<file path="src/rtl/multi_edge_detect_pkg.sv">
// -----------------------------------------------------------------------------
// usb_edge_pkg
//
// Shared types and helpers for the multi-channel edge detector used in the USB
// receive front end.
//
// Contents:
//   edge_mode_t  - per-channel edge qualification mode (off / rise / fall / both)
//   filt_width() - width of the glitch-filter counter for a given filter length
// -----------------------------------------------------------------------------
package usb_edge_pkg;

    // Encoding is part of the external interface: each channel takes two bits
    // of the flat edge_mode bus.
    typedef enum logic [1:0] {
        EDGE_OFF  = 2'd0,
        EDGE_RISE = 2'd1,
        EDGE_FALL = 2'd2,
        EDGE_BOTH = 2'd3
    } edge_mode_t;

    // Counter must hold 0..n inclusive.
    // n = 0 still needs a 1-bit counter so the port/signal widths stay legal.
    function automatic int filt_width(input int n);
        int w;
        w = $clog2(n + 1);
        if (w < 1) begin
            w = 1;
        end
        return w;
    endfunction

endpackage

</file>
<file path="src/rtl/multi_edge_detect_edge_chan.sv">
// -----------------------------------------------------------------------------
// edge_chan
//
// One channel of the edge detector:
//   asynchronous line -> synchroniser chain -> glitch filter -> edge qualify
//   -> one-cycle pulse + sticky flag.
//
// Parameters:
//   SYNC_STAGES  synchroniser depth (must be >= 2)
//   FILT_CYCLES  extra cycles the synced level must differ from the filtered
//                level before it is accepted (0 disables the filter)
//   RST_LVL      idle/reset level of this line
//
// Ports:
//   clk          system clock, all state on the rising edge
//   n_rst        asynchronous active-low reset
//   din          raw asynchronous line input
//   edge_mode    which edge types produce a pulse
//   clear        one-cycle strobe that clears the sticky flag
//   d_filt       synchronised, filtered line level
//   edge_pulse   one-cycle pulse for each qualifying accepted edge
//   edge_sticky  latched edge flag, held until clear
// -----------------------------------------------------------------------------
module edge_chan
    import usb_edge_pkg::*;
#(
    parameter int   SYNC_STAGES = 2,
    parameter int   FILT_CYCLES = 2,
    parameter logic RST_LVL     = 1'b0
) (
    input  logic       clk,
    input  logic       n_rst,
    input  logic       din,
    input  edge_mode_t edge_mode,
    input  logic       clear,
    output logic       d_filt,
    output logic       edge_pulse,
    output logic       edge_sticky
);

    localparam int            CW       = filt_width(FILT_CYCLES);
    localparam logic [CW-1:0] FILT_MAX = CW'(FILT_CYCLES);

    logic [SYNC_STAGES-1:0] sync_reg;
    logic                   s;

    logic                   d_filt_reg;
    logic                   d_filt_next;
    logic [CW-1:0]          cnt_reg;
    logic [CW-1:0]          cnt_next;
    logic                   accept;
    logic                   mode_match;

    logic                   pulse_reg;
    logic                   pulse_next;
    logic                   sticky_reg;
    logic                   sticky_next;

    // -------------------------------------------------------------------------
    // Synchroniser. Resets to the idle level so that releasing reset with the
    // line idle never looks like an edge.
    // -------------------------------------------------------------------------
    always_ff @(posedge clk or negedge n_rst) begin
        if (!n_rst) begin
            sync_reg <= {SYNC_STAGES{RST_LVL}};
        end else begin
            sync_reg <= {sync_reg[SYNC_STAGES-2:0], din};
        end
    end

    assign s = sync_reg[SYNC_STAGES-1];

    // -------------------------------------------------------------------------
    // Glitch filter. The synced level has to disagree with the filtered level
    // on FILT_CYCLES+1 consecutive edges; the last of those is the accept edge.
    // Any agreement in between restarts the count, so short pulses vanish.
    // The counter saturates at FILT_MAX and never wraps.
    // -------------------------------------------------------------------------
    always_comb begin
        cnt_next    = '0;
        d_filt_next = d_filt_reg;
        accept      = 1'b0;
        if (s != d_filt_reg) begin
            if (cnt_reg == FILT_MAX) begin
                accept      = 1'b1;
                d_filt_next = s;
            end else begin
                cnt_next = cnt_reg + 1'b1;
            end
        end
    end

    // -------------------------------------------------------------------------
    // Edge qualification. On an accept edge the new level equals s, so s=1
    // means a rising edge and s=0 a falling one. The mode is sampled only at
    // the accept edge, so changing it mid-count affects that pending edge.
    // -------------------------------------------------------------------------
    always_comb begin
        mode_match = 1'b0;
        case (edge_mode)
            EDGE_RISE: mode_match = s;
            EDGE_FALL: mode_match = ~s;
            EDGE_BOTH: mode_match = 1'b1;
            default:   mode_match = 1'b0;
        endcase
    end

    assign pulse_next = accept & mode_match;

    // The sticky flag is set from the registered pulse, so it rises one cycle
    // after edge_pulse. A clear strobed during the pulse cycle therefore lands
    // on the same edge as the set, and the set wins so no event is lost.
    assign sticky_next = pulse_reg | (sticky_reg & ~clear);

    always_ff @(posedge clk or negedge n_rst) begin
        if (!n_rst) begin
            d_filt_reg <= RST_LVL;
            cnt_reg    <= '0;
            pulse_reg  <= 1'b0;
            sticky_reg <= 1'b0;
        end else begin
            d_filt_reg <= d_filt_next;
            cnt_reg    <= cnt_next;
            pulse_reg  <= pulse_next;
            sticky_reg <= sticky_next;
        end
    end

    assign d_filt      = d_filt_reg;
    assign edge_pulse  = pulse_reg;
    assign edge_sticky = sticky_reg;

endmodule

</file>
<file path="src/rtl/multi_edge_detect.sv">
// -----------------------------------------------------------------------------
// multi_edge_detect
//
// N-channel edge detector for the USB receive front end (d_plus / d_minus).
// Each channel is an independent edge_chan; this level only slices the flat
// buses and forms d_edge, the OR of all channel pulses, which feeds the
// bit-timing / decoder logic.
//
// Parameters:
//   NUM_CH       number of input channels
//   SYNC_STAGES  synchroniser flops per channel (>= 2)
//   FILT_CYCLES  glitch filter length in extra cycles (0 = no filter)
//   RST_VAL      per-channel idle/reset level (bit0 d_plus=1, bit1 d_minus=0)
//
// Ports:
//   clk          system clock
//   n_rst        asynchronous active-low reset
//   din          raw asynchronous line inputs
//   edge_mode    per-channel edge_mode_t, channel i at [2i+1:2i]
//   clear        per-channel sticky clear strobe
//   d_filt       synchronised, filtered line levels
//   edge_pulse   per-channel one-cycle qualifying edge pulse
//   edge_sticky  per-channel latched edge flag
//   d_edge       OR of edge_pulse
// -----------------------------------------------------------------------------
module multi_edge_detect
    import usb_edge_pkg::*;
#(
    parameter int                NUM_CH      = 2,
    parameter int                SYNC_STAGES = 2,
    parameter int                FILT_CYCLES = 2,
    parameter logic [NUM_CH-1:0] RST_VAL     = 2'b01
) (
    input  logic                  clk,
    input  logic                  n_rst,
    input  logic [NUM_CH-1:0]     din,
    input  logic [2*NUM_CH-1:0]   edge_mode,
    input  logic [NUM_CH-1:0]     clear,
    output logic [NUM_CH-1:0]     d_filt,
    output logic [NUM_CH-1:0]     edge_pulse,
    output logic [NUM_CH-1:0]     edge_sticky,
    output logic                  d_edge
);

    genvar gi;
    generate
        for (gi = 0; gi < NUM_CH; gi++) begin : g_chan
            edge_chan #(
                .SYNC_STAGES (SYNC_STAGES),
                .FILT_CYCLES (FILT_CYCLES),
                .RST_LVL     (RST_VAL[gi])
            ) u_chan (
                .clk         (clk),
                .n_rst       (n_rst),
                .din         (din[gi]),
                .edge_mode   (edge_mode_t'(edge_mode[2*gi+1 -: 2])),
                .clear       (clear[gi]),
                .d_filt      (d_filt[gi]),
                .edge_pulse  (edge_pulse[gi]),
                .edge_sticky (edge_sticky[gi])
            );
        end
    endgenerate

    // Pulses are registered, so d_edge is glitch-free; coincident edges on
    // several channels merge into a single d_edge cycle.
    assign d_edge = |edge_pulse;

endmodule

</file>
<file path="config.mk">
export PLATFORM = sky130hd
export DESIGN_NAME = multi_edge_detect
export DESIGN_NICKNAME = d
export VERILOG_FILES = /design/src/rtl/multi_edge_detect_pkg.sv /design/src/rtl/multi_edge_detect_edge_chan.sv /design/src/rtl/multi_edge_detect.sv
export SDC_FILE = /design/constraint.sdc
export NUM_CORES = 1
export LEC_CHECK = 0
export CORE_MARGIN = 4
export CORE_UTILIZATION = 35
export CTS_BUF_LIST = sky130_fd_sc_hd__clkbuf_16
export DETAILED_ROUTE_END_ITERATION = 16
export DONT_BUFFER_PORTS = 1
export GPL_TIMING_DRIVEN = 0
export PLACE_DENSITY = 0.47
export SLEW_MARGIN = 10
export SYNTH_ARGS = -nofsm -noshare
export SYNTH_HDL_FRONTEND = slang
export SYNTH_HIERARCHICAL = 1
export SYNTH_SLANG_ARGS = --single-unit
</file>
<file path="constraint.sdc">
create_clock -name clk -period 1.2 [get_ports clk]
set_input_delay 0.3 -clock clk [delete_from_list [all_inputs] [get_ports clk]]
set_output_delay 0.3 -clock clk [all_outputs]
set_load 0.05 [all_outputs]
</file>
==> results.yml <==
clocking:
  insertion_delay_ps: 240
  root_buffer: "clkbuf_16"
  clk_pin_slew_ps: 40
  post_cts_buffers: 0
  h-tree-depth: 1
  clockBufferDepth: 2
  cts_made_buffers: 3
  cts_tree: "done"
  clock_sinks: 14
worst_setup_path:
  path_cells: "or2_4"
  path_buf_inv: 0
  r2r_setup_slack_ps: 100
  r2r_start: "g_chan[0].u_chan/d_filt$_DFFE_PN1P_"
  worst-r2r-cell-count: 2
  crit_path_top_delay_cell: "dfrtp_2"
  end_kind: "output port"
  critPathKind: "register to output port"
  cp_max_fo: 3
  reg2reg_to: "g_chan[0].u_chan/cnt_reg[1]$_DFF_PN0_"
  crit_end: "d_edge"
  cp_data_required_time_ps: 900
  worst_setup_path_start_kind: "register"
  crit_path_max_incr_delay_ps: 510
  crit_start: "g_chan[0].u_chan/edge_pulse$_DFF_PN0_"
  worst_ep_arrival_time_ps: 1120
  path_depth: 1
  cp_top_family: "flip-flops"
cells_and_area:
  n_antenna_cell: 0
  final_layout_size_suffix_gt1_frac: 0.375
  n_fill_cell: 123
  area_growth_pct: 23.4
  fin_nets: 51
logic_synthesis:
  ys_types: 12
  ys.flop_type: "dfrtp_1"
  yosysMostFrequentCell: "dfrtp_1"
  synth_seq_area_share: 0.677
  async_flop_share: 1.00
  synth_common_cells: "dfrtp_1 (11), nand3b_1 (4), dfstp_2 (3)"
  syn-num-nets: 45
  syn_area_um2: 523
  yosys.area.top_type: "dfrtp_1"
  synth_area_leaders: "dfrtp_1 (53%), dfstp_2 (15%), mux2_4 (5.7%)"
  synth_seq_cells: 14
  syn_avg_cell_area_um2: 14.9
  yosysTopAreaCellShare: 0.526
  ys_warn_count: 6
  synth-edff-count: 0
  syn_inst: 35
power_and_ir_drop:
  total_leakage_power_nw: 0.299
  ir_drop_uv: 1230
  power_density_nw_per_um2: 2900
  p_total_mw: 1.87
sta:
  hold_viol: 0
  post-route-period-util: 1.18
  slew_headroom: 0.607
  holdWs_ps: 59.4
  setup_viol: 2
  clock.fmax_ghz: 0.705
  max_slew.worst_pin.slew_ps: 588
  rsz0062_at_grt: "true"
  report.final.slew_viol_count: 0
  finalSetupTns_ps: -281
  setup_slack_ps: -219
  min_period_ps: 1420
  clock_skew_ps: 4.63
global_route:
  grt_pass1_wl_mm: 1.34
  antenna_found_initial: 0
  grt_pass1_vias: 320
  grt_overflow: 0
  grt_usage: 0.0986
  grt_max_degree: 15
die:
  start_util: 0.387
  num_rows: 13
  die_w_um: 46.7
  fp.dieArea_um2: 2180
  die_y_um: 46.7
  ios: 17
  core-area_um2: 1350
placement:
  gp_congestion: 0.724
  io_buffers: 0
detailed_routing:
  drcViolationCount: 0
  via_count: 283
  drtAntennaViolNets: 0
  wl_per_cell_um: 14.8
  via_per_inst: 5.15
  wirelength_um: 815
  drt_iter0_drc: 0
  dr.pass1.iters: 1
run_status:
  violations: "negative setup slack"
  status: "finished, violations left"
min_path:
  worstHoldStart: "din[0]"
  hp-class: "primary input to register"
run:
  cap_violations: 0
-- cells by family after synthesis --
| family | synth area share |
|---|---|
| AOI/OAI and AO/OA | 0.0478 |
| xor gates and xnor gates | 0.0335 |
| buffers and inverters | 0.0144 |
| DFF | 0.677 |
| muxes | 0.0574 |
| and+or+nand+nor | 0.170 |
-- final cells by class --
cell class                 instances  area, um2  share of cell area
clock buffer                       3       75.1               0.116
timing repair buffer               1       10.0              0.0155
tap                               15       18.8              0.0291
multi-input combinational         19        169               0.262
sequential                        14        362               0.560
clock inverter                     1       3.75             0.00581
inverter                           2       7.51              0.0116
-- stage by stage --
| stage | setup slack, ps | util | cells | instance area (um2) |
|---|---|---|---|---|
| after floorplan | 42.9 | - | 35 | 528 |
| after global placement | 33.9 | 0.405 | 50 | 547 |
| after detailed placement | 30.2 | 0.405 | 50 | 547 |
| after CTS | -225 | 0.475 | 55 | 641 |
| after global routing | -236 | 0.478 | 55 | 646 |
| final | -219 | 0.478 | 55 | 646 |
-- worst min path at each step --
stage / cells past startpoint / slack, ps / to
4_1_cts: 0 / 50 / g_chan[0].u_chan/sync_reg[0]$_DFF_PN1_
3_5_place_dp: 0 / 5 / g_chan[0].u_chan/edge_pulse$_DFF_PN0_
6_report: 0 / 60 / g_chan[0].u_chan/sync_reg[0]$_DFF_PN1_
3_3_place_gp: 0 / 5 / g_chan[0].u_chan/edge_pulse$_DFF_PN0_
2_1_floorplan: 0 / 4 / g_chan[0].u_chan/cnt_reg[0]$_DFF_PN0_
5_1_grt: 0 / 50 / g_chan[0].u_chan/sync_reg[0]$_DFF_PN1_
-- power by group --
group	leakage, nW	internal (mW)	total (mW)	switching [mW]
logic	0.0902	0.195	0.309	0.114
registers	0.170	0.626	0.952	0.326
clock network	0.0385	0.438	0.610	0.171
total	0.299	1.26	1.87	0.612
-- routing by layer --
layer	vias up	track usage	share of wire
li1	126	-	-
met1	140	0.0852	0.36
met5	-	0	0
met4	0	0.0663	0.020
met3	2	0.0625	0.10
met2	15	0.165	0.52
-- cell usage in the layout, fill, tap and decap left out --
| cell | n |
|---|---|
| dlygate4sd3_1 | 1 |
| nor3_1 | 2 |
| clkinv_1 | 1 |
| clkbuf_16 | 3 |
| xnor2_1 | 2 |
| a21o_1 | 2 |
| nor3b_1 | 1 |
| dfrtp_2 | 3 |
| dfstp_4 | 1 |
| a21oi_1 | 2 |
| mux2_4 | 2 |
| dfrtp_1 | 8 |
| nand3b_1 | 4 |
| or2_4 | 1 |
| nand2b_4 | 2 |
| dfstp_2 | 2 |
| nor3b_2 | 1 |
| inv_1 | 2 |
-- timing repair --
| item | CTS | global route |
|---|---|---|
| pin swaps | 1 | 0 |
| endpoints found under the setup margin | 3 | 3 |
| gates resized for setup | 2 | 1 |
| endpoints found under the hold margin | 14 | 0 |
| hold buffers | 1 | 0 |
No activity file was read; power rests on OpenSTA's default activity.
